[config.mk]
export PLATFORM = sky130hd
export DESIGN_NAME = barrier_probe_sched
export DESIGN_NICKNAME = d
export VERILOG_FILES = /design/src/rtl/tank_pkg.sv /design/src/rtl/probe_coord.sv /design/src/rtl/barrier_probe_sched.sv
export SDC_FILE = /design/constraint.sdc
export NUM_CORES = 1
export LEC_CHECK = 0
export CORE_UTILIZATION = 49
export DETAILED_ROUTE_END_ITERATION = 10
export GPL_TIMING_DRIVEN = 0
export PLACE_DENSITY = 0.78
export SYNTH_ARGS = -nofsm -noshare
export SYNTH_HDL_FRONTEND = slang
export SYNTH_SLANG_ARGS = --single-unit
[constraint.sdc]
create_clock -name Clk -period 6.1 [get_ports Clk]
set_input_delay 0.915 -clock Clk [delete_from_list [all_inputs] [get_ports Clk]]
set_output_delay 0.915 -clock Clk [all_outputs]
set_load 0.02 [all_outputs]
[src/rtl/tank_pkg.sv]
// Shared types and screen limits for the tank game blocks.
// Probe enum values double as collision bit indices.
package tank_pkg;

    localparam int SCREEN_X_MAX = 639;
    localparam int SCREEN_Y_MAX = 479;
    localparam int COORD_W      = 10;

    typedef enum logic [1:0] {
        PROBE_R = 2'd0,
        PROBE_L = 2'd1,
        PROBE_D = 2'd2,
        PROBE_U = 2'd3
    } probe_e;

    typedef enum logic [2:0] {
        ST_IDLE,
        ST_SNAP,
        ST_CHECK,
        ST_REQ,
        ST_GAP,
        ST_PUBLISH
    } sched_state_e;

endpackage

[src/rtl/probe_coord.sv]
// Edge-probe coordinate for one requester/direction, with screen bounds check.
// All arithmetic is 11 bits so X+S+1 and X-S-1 cannot wrap silently.
module probe_coord
    import tank_pkg::*;
#(
    parameter int X_MAX = SCREEN_X_MAX,
    parameter int Y_MAX = SCREEN_Y_MAX
) (
    input  logic [COORD_W-1:0] i_x,
    input  logic [COORD_W-1:0] i_y,
    input  logic [COORD_W-1:0] i_s,
    input  probe_e             i_probe,
    output logic [COORD_W-1:0] o_px,
    output logic [COORD_W-1:0] o_py,
    output logic               o_oob
);

    logic [COORD_W:0] w_s1;
    logic [COORD_W:0] w_xp;
    logic [COORD_W:0] w_xm;
    logic [COORD_W:0] w_yp;
    logic [COORD_W:0] w_ym;

    assign w_s1 = {1'b0, i_s} + 11'd1;
    assign w_xp = {1'b0, i_x} + w_s1;
    assign w_xm = {1'b0, i_x} - w_s1;
    assign w_yp = {1'b0, i_y} + w_s1;
    assign w_ym = {1'b0, i_y} - w_s1;

    // Bit 10 of the differences is the borrow: set exactly when X < S+1.
    always_comb begin
        o_px  = i_x;
        o_py  = i_y;
        o_oob = 1'b0;
        unique case (i_probe)
            PROBE_R: begin
                o_px  = w_xp[COORD_W-1:0];
                o_oob = (w_xp > 11'(X_MAX));
            end
            PROBE_L: begin
                o_px  = w_xm[COORD_W-1:0];
                o_oob = w_xm[COORD_W];
            end
            PROBE_D: begin
                o_py  = w_yp[COORD_W-1:0];
                o_oob = (w_yp > 11'(Y_MAX));
            end
            PROBE_U: begin
                o_py  = w_ym[COORD_W-1:0];
                o_oob = w_ym[COORD_W];
            end
        endcase
    end

endmodule

[src/rtl/barrier_probe_sched.sv]
// Per-frame barrier collision scheduler: snapshots all requesters, walks their four
// edge probes through one shared lookup port, and publishes every vector at once.
module barrier_probe_sched
    import tank_pkg::*;
#(
    parameter int N_REQ   = 4,
    parameter int TIMEOUT = 15,
    parameter int X_MAX   = SCREEN_X_MAX,
    parameter int Y_MAX   = SCREEN_Y_MAX
) (
    input  logic                   Clk,
    input  logic                   Reset,
    input  logic                   frame_clk,
    input  logic [N_REQ*10-1:0]    req_x,
    input  logic [N_REQ*10-1:0]    req_y,
    input  logic [N_REQ*10-1:0]    req_s,
    output logic                   lk_req,
    output logic [9:0]             lk_x,
    output logic [9:0]             lk_y,
    input  logic                   lk_ack,
    input  logic                   lk_hit,
    output logic [N_REQ*4-1:0]     collision,
    output logic                   coll_valid,
    output logic                   busy,
    output logic                   overrun,
    output logic                   timeout_err
);

    localparam int IW = (N_REQ > 1) ? $clog2(N_REQ) : 1;
    localparam int WW = $clog2(TIMEOUT + 1);

    sched_state_e r_state;
    sched_state_e w_nxt;

    logic                          r_frame_d;
    logic                          r_pend;
    logic                          r_overrun;
    logic                          r_tmo_err;
    logic                          r_lk_req;
    logic [9:0]                    r_lk_x;
    logic [9:0]                    r_lk_y;
    logic                          r_coll_valid;
    logic [N_REQ-1:0][COORD_W-1:0] r_x;
    logic [N_REQ-1:0][COORD_W-1:0] r_y;
    logic [N_REQ-1:0][COORD_W-1:0] r_s;
    logic [N_REQ-1:0][3:0]         r_scratch;
    logic [N_REQ-1:0][3:0]         r_coll;
    logic [IW-1:0]                 r_idx;
    probe_e                        r_probe;
    logic [WW-1:0]                 r_wait;

    logic                          w_rise;
    logic                          w_last;
    logic                          w_tmo;
    logic [COORD_W-1:0]            w_px;
    logic [COORD_W-1:0]            w_py;
    logic                          w_oob;

    assign w_rise = frame_clk & ~r_frame_d;
    assign w_last = (r_idx == IW'(N_REQ - 1)) && (r_probe == PROBE_U);
    assign w_tmo  = (r_wait == WW'(TIMEOUT - 1));

    probe_coord #(
        .X_MAX (X_MAX),
        .Y_MAX (Y_MAX)
    ) u_coord (
        .i_x     (r_x[r_idx]),
        .i_y     (r_y[r_idx]),
        .i_s     (r_s[r_idx]),
        .i_probe (r_probe),
        .o_px    (w_px),
        .o_py    (w_py),
        .o_oob   (w_oob)
    );

    always_ff @(posedge Clk or posedge Reset) begin
        if (Reset) r_state <= ST_IDLE;
        else       r_state <= w_nxt;
    end

    always_comb begin
        w_nxt = r_state;
        case (r_state)
            ST_IDLE:    if (w_rise || r_pend) w_nxt = ST_SNAP;
            ST_SNAP:    w_nxt = ST_CHECK;
            ST_CHECK:   w_nxt = w_oob ? ST_GAP : ST_REQ;
            ST_REQ:     if (lk_ack || w_tmo) w_nxt = ST_GAP;
            ST_GAP:     w_nxt = w_last ? ST_PUBLISH : ST_CHECK;
            ST_PUBLISH: w_nxt = ST_IDLE;
            default:    w_nxt = ST_IDLE;
        endcase
    end

    always_ff @(posedge Clk or posedge Reset) begin
        if (Reset) begin
            r_frame_d    <= 1'b0;
            r_pend       <= 1'b0;
            r_overrun    <= 1'b0;
            r_tmo_err    <= 1'b0;
            r_lk_req     <= 1'b0;
            r_lk_x       <= '0;
            r_lk_y       <= '0;
            r_coll_valid <= 1'b0;
            r_x          <= '0;
            r_y          <= '0;
            r_s          <= '0;
            r_scratch    <= '0;
            r_coll       <= '1;
            r_idx        <= '0;
            r_probe      <= PROBE_R;
            r_wait       <= '0;
        end else begin
            r_frame_d    <= frame_clk;
            r_lk_req     <= (w_nxt == ST_REQ);
            r_coll_valid <= (r_state == ST_PUBLISH);

            // One-deep pending: extra edges while already pending are absorbed.
            if (w_rise && r_state != ST_IDLE) begin
                r_overrun <= 1'b1;
                r_pend    <= 1'b1;
            end else if (r_state == ST_IDLE && r_pend) begin
                r_pend    <= 1'b0;
            end

            case (r_state)
                ST_SNAP: begin
                    r_x       <= req_x;
                    r_y       <= req_y;
                    r_s       <= req_s;
                    r_scratch <= '0;
                    r_idx     <= '0;
                    r_probe   <= PROBE_R;
                end
                ST_CHECK: begin
                    r_wait <= '0;
                    if (w_oob) begin
                        r_scratch[r_idx][r_probe] <= 1'b1;
                    end else begin
                        r_lk_x <= w_px;
                        r_lk_y <= w_py;
                    end
                end
                ST_REQ: begin
                    if (lk_ack) begin
                        r_scratch[r_idx][r_probe] <= lk_hit;
                    end else if (w_tmo) begin
                        r_scratch[r_idx][r_probe] <= 1'b1;
                        r_tmo_err                 <= 1'b1;
                    end else begin
                        r_wait <= r_wait + WW'(1);
                    end
                end
                ST_GAP: begin
                    if (r_probe == PROBE_U) begin
                        r_probe <= PROBE_R;
                        r_idx   <= r_idx + IW'(1);
                    end else begin
                        r_probe <= probe_e'(r_probe + 2'd1);
                    end
                end
                ST_PUBLISH: r_coll <= r_scratch;
                default: ;
            endcase
        end
    end

    assign lk_req      = r_lk_req;
    assign lk_x        = r_lk_x;
    assign lk_y        = r_lk_y;
    assign collision   = r_coll;
    assign coll_valid  = r_coll_valid;
    assign busy        = (r_state != ST_IDLE);
    assign overrun     = r_overrun;
    assign timeout_err = r_tmo_err;

endmodule

==> reports/metrics.cfg, run 1 <==
[outcome]
status = completed

[yosys]
yosys-top-cells-area = dfrtp_1 41%, mux2_2 15%, ha_1 6.0%
ys_warn_count = 0
syn_nets = 1091
synth_seq_cells = 189
synth_top_area_share_pct = 40.7
synth_ff_type = dfrtp_1
syn_inst = 911
synth_enable_flop_cells = 0
yosysMostFrequentCell = dfrtp_1
synth_commonest_cells = 173 x dfrtp_1, 141 x mux2_2, 52 x inv_1
avgSynthCellArea_um2 = 11.7
synth_area_um2 = 10600
ys_seq_area_share_pct = 44.7
ys_async_sr_fraction_pct = 100
synth_area_leader_cell = dfrtp_1
ys_types = 66

[drt]
viasPerCell = 5.79
num_vias = 8009
highest_layer = met4
met1_length_mm = 11.7
drc = 0
route.met3.wl_mm = 1.72
first_pass_iters = 5
dr_wl_met2_mm = 13.3
drt_iter0_drc = 388
routedWlPerCell_um = 19.7
wl_mm = 27.2
detail-route-antenna-nets = 0

[finish]
drive_gt1_share_pct = 21.8
fin_area_um2 = 13200
diodes = 0
area_growth_pct = 24.5
nNetsFinal = 1275

[job]
cap_violations = 0

[sta]
period_needed_ps = 5660
finalSetupViolCount = 0
setup_tns_ps = 0
hold_viol = 0
tightestPinTransition_ps = 851
fin_hold_ws_ps = 471
period_share_pct = 92.8
rsz0062_at_grt = no
slew_violations = 0
slew_headroom_pct = 43.3
finalWorstSetupSlack_ps = 441
fmax_mhz = 177
clock_skew_ps = 11.8

[clock_tree]
cts_buffers = 17
clock_latency_ps = 440
clock-sinks = 189
cts_tree = yes
path_clk_slew_ps = 70
h-tree-depth = 4
ctsResizeCount = 0
cts_max_path_buffers = 2
cts_root_buf = clkbuf_16

[placed_design]
pre_cts_ws_ps = 223
placed_area_um2 = 12700
numPortBuffers = 165
dpl.hpwl_mm = 20.9
gp_congestion = 0.904

[power_and_ir_drop]
vdd.ir_drop.worst_mv = 0.282
leakagePower_nw = 5.48
p_per_area_nw_per_um2 = 631
finalPower_mw = 8.35

[die]
io_pins = 166
die_w_um = 149
initial_core_util_pct = 50.2
die_area_um2 = 22300
core_um2 = 21200
num_rows = 53
die_h_um = 149

[global_route]
grt_usage_pct = 25.7
grt_pass1_vias = 8228
grt_pass1_wl_mm = 43.6
grt_antenna_before_repair = 0
overflow = 0
grt_max_degree = 119

[setup_path]
crit_type = flip-flop to flip-flop
worstSetupStartpointType = flip-flop
cp.arrival_ps = 5980
required_ps = 6420
worstPathMaxFanout = 19
endpoint_kind = flip-flop

[hold_path]
hp-class = flip-flop to flip-flop

-- path summary, 6_finish.rpt --
kind                       slack [ps]  startpoint  cells after the start      end
min                               470     overrun                      1  overrun
max in group asynchronous        4240       Reset                      3  r_y[27]
max                               440    r_idx[0]                     17  lk_x[1]
min in group asynchronous         910       Reset                      2   r_x[9]
min reg2reg                       470     overrun                      1  overrun
max reg2reg                       440    r_idx[0]                     17  lk_x[1]
-- layer usage --
metal | GRT usage (%) | up-vias
met5 | 0 | -
met4 | 8.62 | 0
met3 | 5.54 | 40
met2 | 43.0 | 284
met1 | 33.1 | 3971
li1 | - | 3714
-- final cells by class --
type	instances	area [um2]
buffer	48	211
clock inverter	14	153
sequential	189	4750
inverter	54	210
timing repair buffer	166	1680
fill	1706	7920
tap	275	344
multi-input combinational	619	5460
clock buffer	18	429
-- power breakdown --
part,switching [mW],internal [mW]
clock network,0.535,0.581
logic,2.87,2.24
registers,0.297,1.83
total,3.70,4.65
-- cells in the final DEF, fill, tap and decap left out, types with 4 or more instances in the layout --
cell,netlist,routed
inv_1,52,51
a31oi_1,18,18
a221oi_1,5,5
nor2_1,37,37
o31ai_1,15,15
clkdlybuf4s50_1,0,165
buf_2,4,4
xor2_1,12,12
nor3_1,8,8
inv_8,0,4
clkbuf_16,0,17
dfstp_2,16,16
nand2_1,43,43
o21ai_0,44,44
ha_1,51,51
inv_6,0,4
nor2b_1,7,7
fa_1,4,4
a22oi_1,5,5
a311oi_1,4,4
mux4_2,27,27
o21bai_1,7,7
a211oi_1,13,13
a221o_1,4,4
o22a_1,7,7
o211ai_1,7,7
o22ai_1,8,8
and3_1,10,10
dfrtp_1,173,173
a21oi_1,44,44
clkbuf_1,37,38
mux2_4,6,6
nand2b_1,10,10
mux2_2,141,141
nand3_1,20,20
xnor2_1,16,16
-- timing repair --
item,4_1_cts,5_1_grt
buffers inserted,0,0
endpoints found under the setup margin,0,15
hold buffers,0,0
-- cells by family after synthesis --
family          after synthesis  synth area share [%]
compound gates              203                  12.7
xor+xnor                     28                  2.31
fa+ha+maj                    55                  6.76
buf+inv                     103                  3.93
flops                       189                  44.7
mux                         179                  22.4
simple gates                154                  7.16
-- metrics by stage --
stage	util [%]	cells
2_1_floorplan	-	911
5_1_grt	62.6	1383
3_5_place_dp	59.8	1352
4_1_cts	62.6	1384
6_report	62.6	1383
3_3_place_gp	59.7	1351
-- critical path, stage by stage, from the launching register on --
cell	delay (ps)
dfrtp_1	620
buf_6	340
buf_1	680
mux4_2	650
inv_1	80
ha_1	160
inv_1	60
fa_1	400
nor2b_1	160
o311ai_1	450
a21oi_1	230
a221oi_1	350
xnor2_1	190
o221ai_2	160
o21ai_4	330
nand2_4	130
buf_6	220
mux2_4	310
-- flip-flops by register name, indices dropped and copies added, names as in the netlist, 4 cells and up --
| signal | flops |
|---|---|
| r_s | 40 |
| r_x | 40 |
| r_y | 40 |
| collision | 16 |
| r_scratch | 16 |
| lk_x | 10 |
| lk_y | 10 |
| r_wait | 4 |
No activity file was read; power rests on OpenSTA's default activity.
==> inputs of run 2 (changes only) <==
CAP_MARGIN = 20   (was not set)
REMOVE_ABC_BUFFERS = 1   (was not set)
==> reports/metrics.cfg, run 2 (synthesis gave the netlist of run 1 again) <==
[sta]
finalSetupViolCount = 0  ; unchanged
hold_viol = 0  ; unchanged
slew_headroom_pct = 39.6  ; -3.6 points
tightestPinTransition_ps = 903  ; +52.2 ps
period_needed_ps = 5570  ; -87.8 ps
rsz0062_at_grt = no
slew_violations = 0  ; unchanged
clock_skew_ps = 15.2  ; +3.33 ps
period_share_pct = 91.3  ; -1.4 points
fmax_mhz = 179  ; +1.6%

[clock_tree]
clock_latency_ps = 430  ; about the same
h-tree-depth = 4  ; unchanged
postCtsSetupBuffers = 0  ; unchanged
hold_buffers = 0  ; unchanged
cts_root_buf = clkbuf_16
clock-sinks = 189  ; unchanged
cts_tree = yes
cts_max_path_buffers = 2  ; unchanged
path_clk_slew_ps = 70  ; about the same
cts_buffers = 17  ; unchanged
ctsResizeCount = 0  ; unchanged

[hold_path]
holdPathEnd = overrun
hold_path_depth = 1  ; unchanged
min-delay-start = overrun
hp-class = flip-flop to flip-flop

[global_route]
grt_antenna_before_repair = 0  ; unchanged
grt_pass1_wl_mm = 40.1  ; -8.0%
grt_usage_pct = 23.0  ; -2.7 points
overflow = 0  ; unchanged
grt_max_degree = 101  ; -15%
grt_pass1_vias = 7698  ; -6.4%

[job]
cap_violations = 0  ; unchanged

[power_and_ir_drop]
p_per_area_nw_per_um2 = 619  ; -1.9%
vdd.ir_drop.worst_mv = 0.259  ; -8.1%
p_switching_mw = 3.53  ; -4.6%
power_switching_share_pct = 43.5  ; -0.83 points
intPower_mw = 4.59  ; -1.3%
leakagePower_nw = 5.42  ; -1.1%
combPwrFrac_pct = 60.5  ; -0.7 points
clock_power_share_pct = 13.0  ; -0.4 points
power_frac_seq_pct = 26.5  ; +1.0 points

[setup_path]
cp_slowest_cell = dfrtp_2
required_ps = 6410  ; about the same
slowest_delay_ps = 670  ; about the same
reg2regPathDepth = 14  ; -3
endpoint_kind = flip-flop
r2r-end = lk_x[1]
crit_type = flip-flop to flip-flop
cp.arrival_ps = 5890  ; -90 ps
worstPathMaxFanout = 20  ; +1
cpLargestDelayFamily = compound AO/OA/AOI/OAI gates
r2r-start = r_idx[1]
critPathBufInv = 2  ; -3
crit_chain = buf_12 -> mux4_2 -> ha_1 -> inv_1 -> fa_1 -> nor2b_1 -> o311ai_1 -> a21oi_1 -> a221oi_1 -> xnor2_1 -> o221ai_2 -> o21ai_4 -> nand2_4 -> mux2_4
timing.reg2reg.setup_slack_ps = 530  ; +90 ps
worstSetupStartpointType = flip-flop

[outcome]
status = completed

[drt]
first_pass_iters = 5  ; unchanged
num_vias = 7738  ; -3.4%
drt_iter0_drc = 464  ; +20%
wl_mm = 24.5  ; -10%
detail-route-antenna-nets = 0  ; unchanged
routedWlPerCell_um = 18.2  ; -7.2%
drc = 0  ; unchanged
viasPerCell = 5.77  ; -0.36%

[finish]
final_cell_mix = 171 x dfrtp_1, 165 x clkdlybuf4s50_1, 141 x mux2_2
nNetsFinal = 1233  ; -3.3%
fin_area_um2 = 13100  ; -0.82%
area_growth_pct = 23.5
layout_commonest_cell = dfrtp_1
diodes = 0  ; unchanged
top_regs = r_s (40), r_x (40), r_y (40)
drive_gt1_share_pct = 22.9  ; +1.1 points
fin_util_pct = 62.1  ; -0.51 points

[die]
io_pins = 166  ; unchanged
die_area_um2 = 22300  ; unchanged
num_rows = 53  ; unchanged
die_w_um = 149  ; unchanged
die_h_um = 149  ; unchanged
core_um2 = 21200  ; unchanged
initial_core_util_pct = 50.2  ; unchanged

[placed_design]
placed_area_um2 = 12600  ; -0.67%
dpl.hpwl_mm = 18.1  ; -13%
numPortBuffers = 165  ; unchanged
gp_congestion = 0.914  ; +1.1%

[run 2: changes by cell type in the layout (fill, tap and decap cells not counted), moves of 2 or more]
| cell | delta |
|---|---|
| clkbuf_1 | -38 |
| buf_12 | +5 |
| buf_2 | -4 |
| buf_1 | -3 |
| buf_6 | -3 |
| clkinvlp_4 | +3 |
| dfrtp_1 | -2 |
| dfrtp_2 | +2 |
[run 2: metrics by stage]
stage / hold slack (ps) / setup slack (ps) / TNS [ps] / power, mW / cells
final: 475 / 529 / 0 / 8.13 / 1341
after global routing: 499 / 321 / 0 / 8.77 / 1341
after CTS: 479 / 553 / 0 / 8.13 / 1341
after detailed placement: 462 / 569 / 0 / 7.05 / 1309
after global placement: 455 / -3170 / -812730 / 7.01 / 1302
after floorplan: 445 / -455 / -54620 / 5.81 / 862
[run 2: power by group through the flow]
stage	Clock (mW)	Combinational, mW	Sequential (mW)
6_report	1.06	4.91	2.15
5_1_grt	1.13	5.41	2.23
4_1_cts	1.08	4.89	2.15
3_5_place_dp	0	4.88	2.18
3_3_place_gp	0	4.86	2.15
2_1_floorplan	0	3.62	2.19
[run 2: how the worst max path moves through the flow]
stage | start | end | slack [ps] | cells past startpoint
2_1_floorplan | r_state[2] | r_s[0] | -460 | 4
5_1_grt | r_idx[1] | lk_x[1] | 320 | 14
3_3_place_gp | r_state[2] | r_s[20] | -3170 | 4
4_1_cts | r_idx[1] | lk_y[0] | 550 | 14
6_report | r_idx[1] | lk_x[1] | 530 | 14
3_5_place_dp | r_idx[1] | lk_y[0] | 570 | 14
[run 2: cell type report]
class | instances | area [um2]
Inverter | 54 | 210
Clock inverter | 15 | 129
Clock buffer | 17 | 425
Sequential cell | 189 | 4750
Tap cell | 275 | 344
Fill cell | 1687 | 8030
Multi-Input combinational cell | 619 | 5470
Timing Repair Buffer | 172 | 1790
[run 2: routing by layer]
metal,track usage [%],share of wire [%],vias up
met2,38.8,49,251
met3,4.86,5.6,29
li1,-,-,3627
met1,30.2,44,3831
met4,5.71,1.5,0
met5,0,0,-
==> inputs of run 3 (changes only) <==
SLEW_MARGIN = 40   (was not set)
==> reports/metrics.cfg, run 3 (synthesis gave the netlist of run 1 again) <==
[clock_tree]
path_clk_slew_ps = 70  ; about the same
cts_buffers = 17  ; unchanged
postCtsSetupBuffers = 0  ; unchanged
clock-sinks = 189  ; unchanged
hold_buffers = 0  ; unchanged
cts_max_path_buffers = 2  ; unchanged
clock_latency_ps = 430  ; about the same
h-tree-depth = 4  ; unchanged
ctsResizeCount = 0  ; unchanged
cts_tree = yes
cts_root_buf = clkbuf_16

[die]
initial_core_util_pct = 50.2  ; unchanged
die_area_um2 = 22300  ; unchanged
die_w_um = 149  ; unchanged
num_rows = 53  ; unchanged
core_um2 = 21200  ; unchanged
die_h_um = 149  ; unchanged
io_pins = 166  ; unchanged

[global_route]
grt_pass1_vias = 7851  ; +2.0%
overflow = 0  ; unchanged
grt_antenna_before_repair = 0  ; unchanged
grt_max_degree = 74  ; -27%
grt_pass1_wl_mm = 40.7  ; +1.5%
grt_usage_pct = 23.4  ; +0.40 points

[power_and_ir_drop]
leakagePower_nw = 5.55  ; +2.5%
vdd.ir_drop.worst_mv = 0.301  ; +16%
finalPower_mw = 8.44  ; +3.8%
p_per_area_nw_per_um2 = 630  ; +1.7%

[setup_path]
worstPathMaxFanout = 20  ; unchanged
reg2regPathDepth = 14  ; unchanged
timing.reg2reg.setup_slack_ps = 660  ; +130 ps
endpoint_kind = flip-flop
r2r-start = r_idx[1]
required_ps = 6410  ; about the same
worstSetupStartpointType = flip-flop
crit_end = lk_y[0]
crit_type = flip-flop to flip-flop
cp.arrival_ps = 5750  ; -140 ps
critPathLaunch = r_idx[1]
r2r-end = lk_y[0]

[sta]
fmax_mhz = 184  ; +2.4%
slew_violations = 0  ; unchanged
finalWorstSetupSlack_ps = 658  ; +130 ps
tightestPinTransition_ps = 808  ; -95.6 ps
period_needed_ps = 5440  ; -130 ps
period_share_pct = 89.2  ; -2.1 points
hold_viol = 0  ; unchanged
finalSetupViolCount = 0  ; unchanged
slew_headroom_pct = 46.2  ; +6.5 points
clock_skew_ps = 11.3  ; -3.87 ps
rsz0062_at_grt = no

[placed_design]
gp_congestion = 0.914  ; unchanged
pre_cts_ws_ps = 719  ; +150 ps
numPortBuffers = 165  ; unchanged
dpl.hpwl_mm = 18.6  ; +2.3%

[finish]
fin_util_pct = 63.3  ; +1.3 points
nNetsFinal = 1240  ; +0.57%
layout_commonest_cell = dfrtp_1
drive_gt1_share_pct = 23.7  ; +0.78 points
final_cell_mix = 171 x dfrtp_1, 165 x clkdlybuf4s50_1, 141 x mux2_2
diodes = 0  ; unchanged
num-fill-cells = 1658  ; -1.7%
top_regs = r_s (40), r_x (40), r_y (40)
area_growth_pct = 26.1

[drt]
first_pass_iters = 5  ; unchanged
num_vias = 7824  ; +1.1%
drc = 0  ; unchanged
detail-route-antenna-nets = 0  ; unchanged
drt_iter0_drc = 356  ; -23%
wl_mm = 24.9  ; +2.0%
viasPerCell = 5.80  ; +0.59%
routedWlPerCell_um = 18.5  ; +1.5%

[job]
cap_violations = 0  ; unchanged

[hold_path]
hp-class = flip-flop to flip-flop

[outcome]
status = completed

[run 3: worst min path at each step]
stage | startpoint | to | slack, ps | cells after the start
floorplan | r_scratch[0] | r_scratch[0] | 440 | 2
global placement | overrun | overrun | 460 | 1
detailed placement | overrun | overrun | 460 | 1
CTS | overrun | overrun | 480 | 1
global route | overrun | overrun | 490 | 1
finish | overrun | overrun | 470 | 1
[run 3: metrics by stage]
stage / instances / TNS [ps] / hold slack (ps) / instance area, um2
2_1_floorplan: 862 / -54620 / 445 / 10400
3_3_place_gp: 1302 / -812730 / 455 / 12400
3_5_place_dp: 1316 / 0 / 459 / 12700
4_1_cts: 1348 / 0 / 476 / 13400
5_1_grt: 1348 / 0 / 486 / 13400
6_report: 1348 / 0 / 471 / 13400
[run 3: area by class of cell]
type / count / area [um2] / share of cell area [%]
Sequential cell: 189 / 4760 / 35.5
Inverter: 54 / 210 / 1.57
Multi-Input combinational cell: 619 / 5480 / 40.9
Clock buffer: 19 / 453 / 3.38
Clock inverter: 13 / 233 / 1.74
Timing Repair Buffer: 179 / 1920 / 14.3
Tap cell: 275 / 344 / 2.57
[run 3: critical path, cell delays in order (launching register included)]
cell,delay [ps]
dfrtp_4,600
buf_12,220
mux4_2,560
ha_1,430
inv_1,210
fa_1,490
nor2b_1,160
o311ai_1,450
a21oi_1,230
a221oi_1,350
xnor2_1,170
o221ai_2,160
o21ai_4,550
nand2_4,300
mux2_4,370
[run 3: layer usage]
layer / GRT usage (%) / vias up / part of all wire, %
met5: 0 / - / 0
met4: 7.55 / 0 / 1.9
met3: 4.80 / 30 / 5.6
met2: 39.6 / 237 / 50
met1: 30.2 / 3916 / 43
li1: - / 3641 / -
[run 3: where the power goes]
group / internal [mW] / switching [mW] / total, mW
Combinational: 2.28 / 2.71 / 4.99
Sequential: 1.83 / 0.321 / 2.15
Clock: 0.794 / 0.495 / 1.29
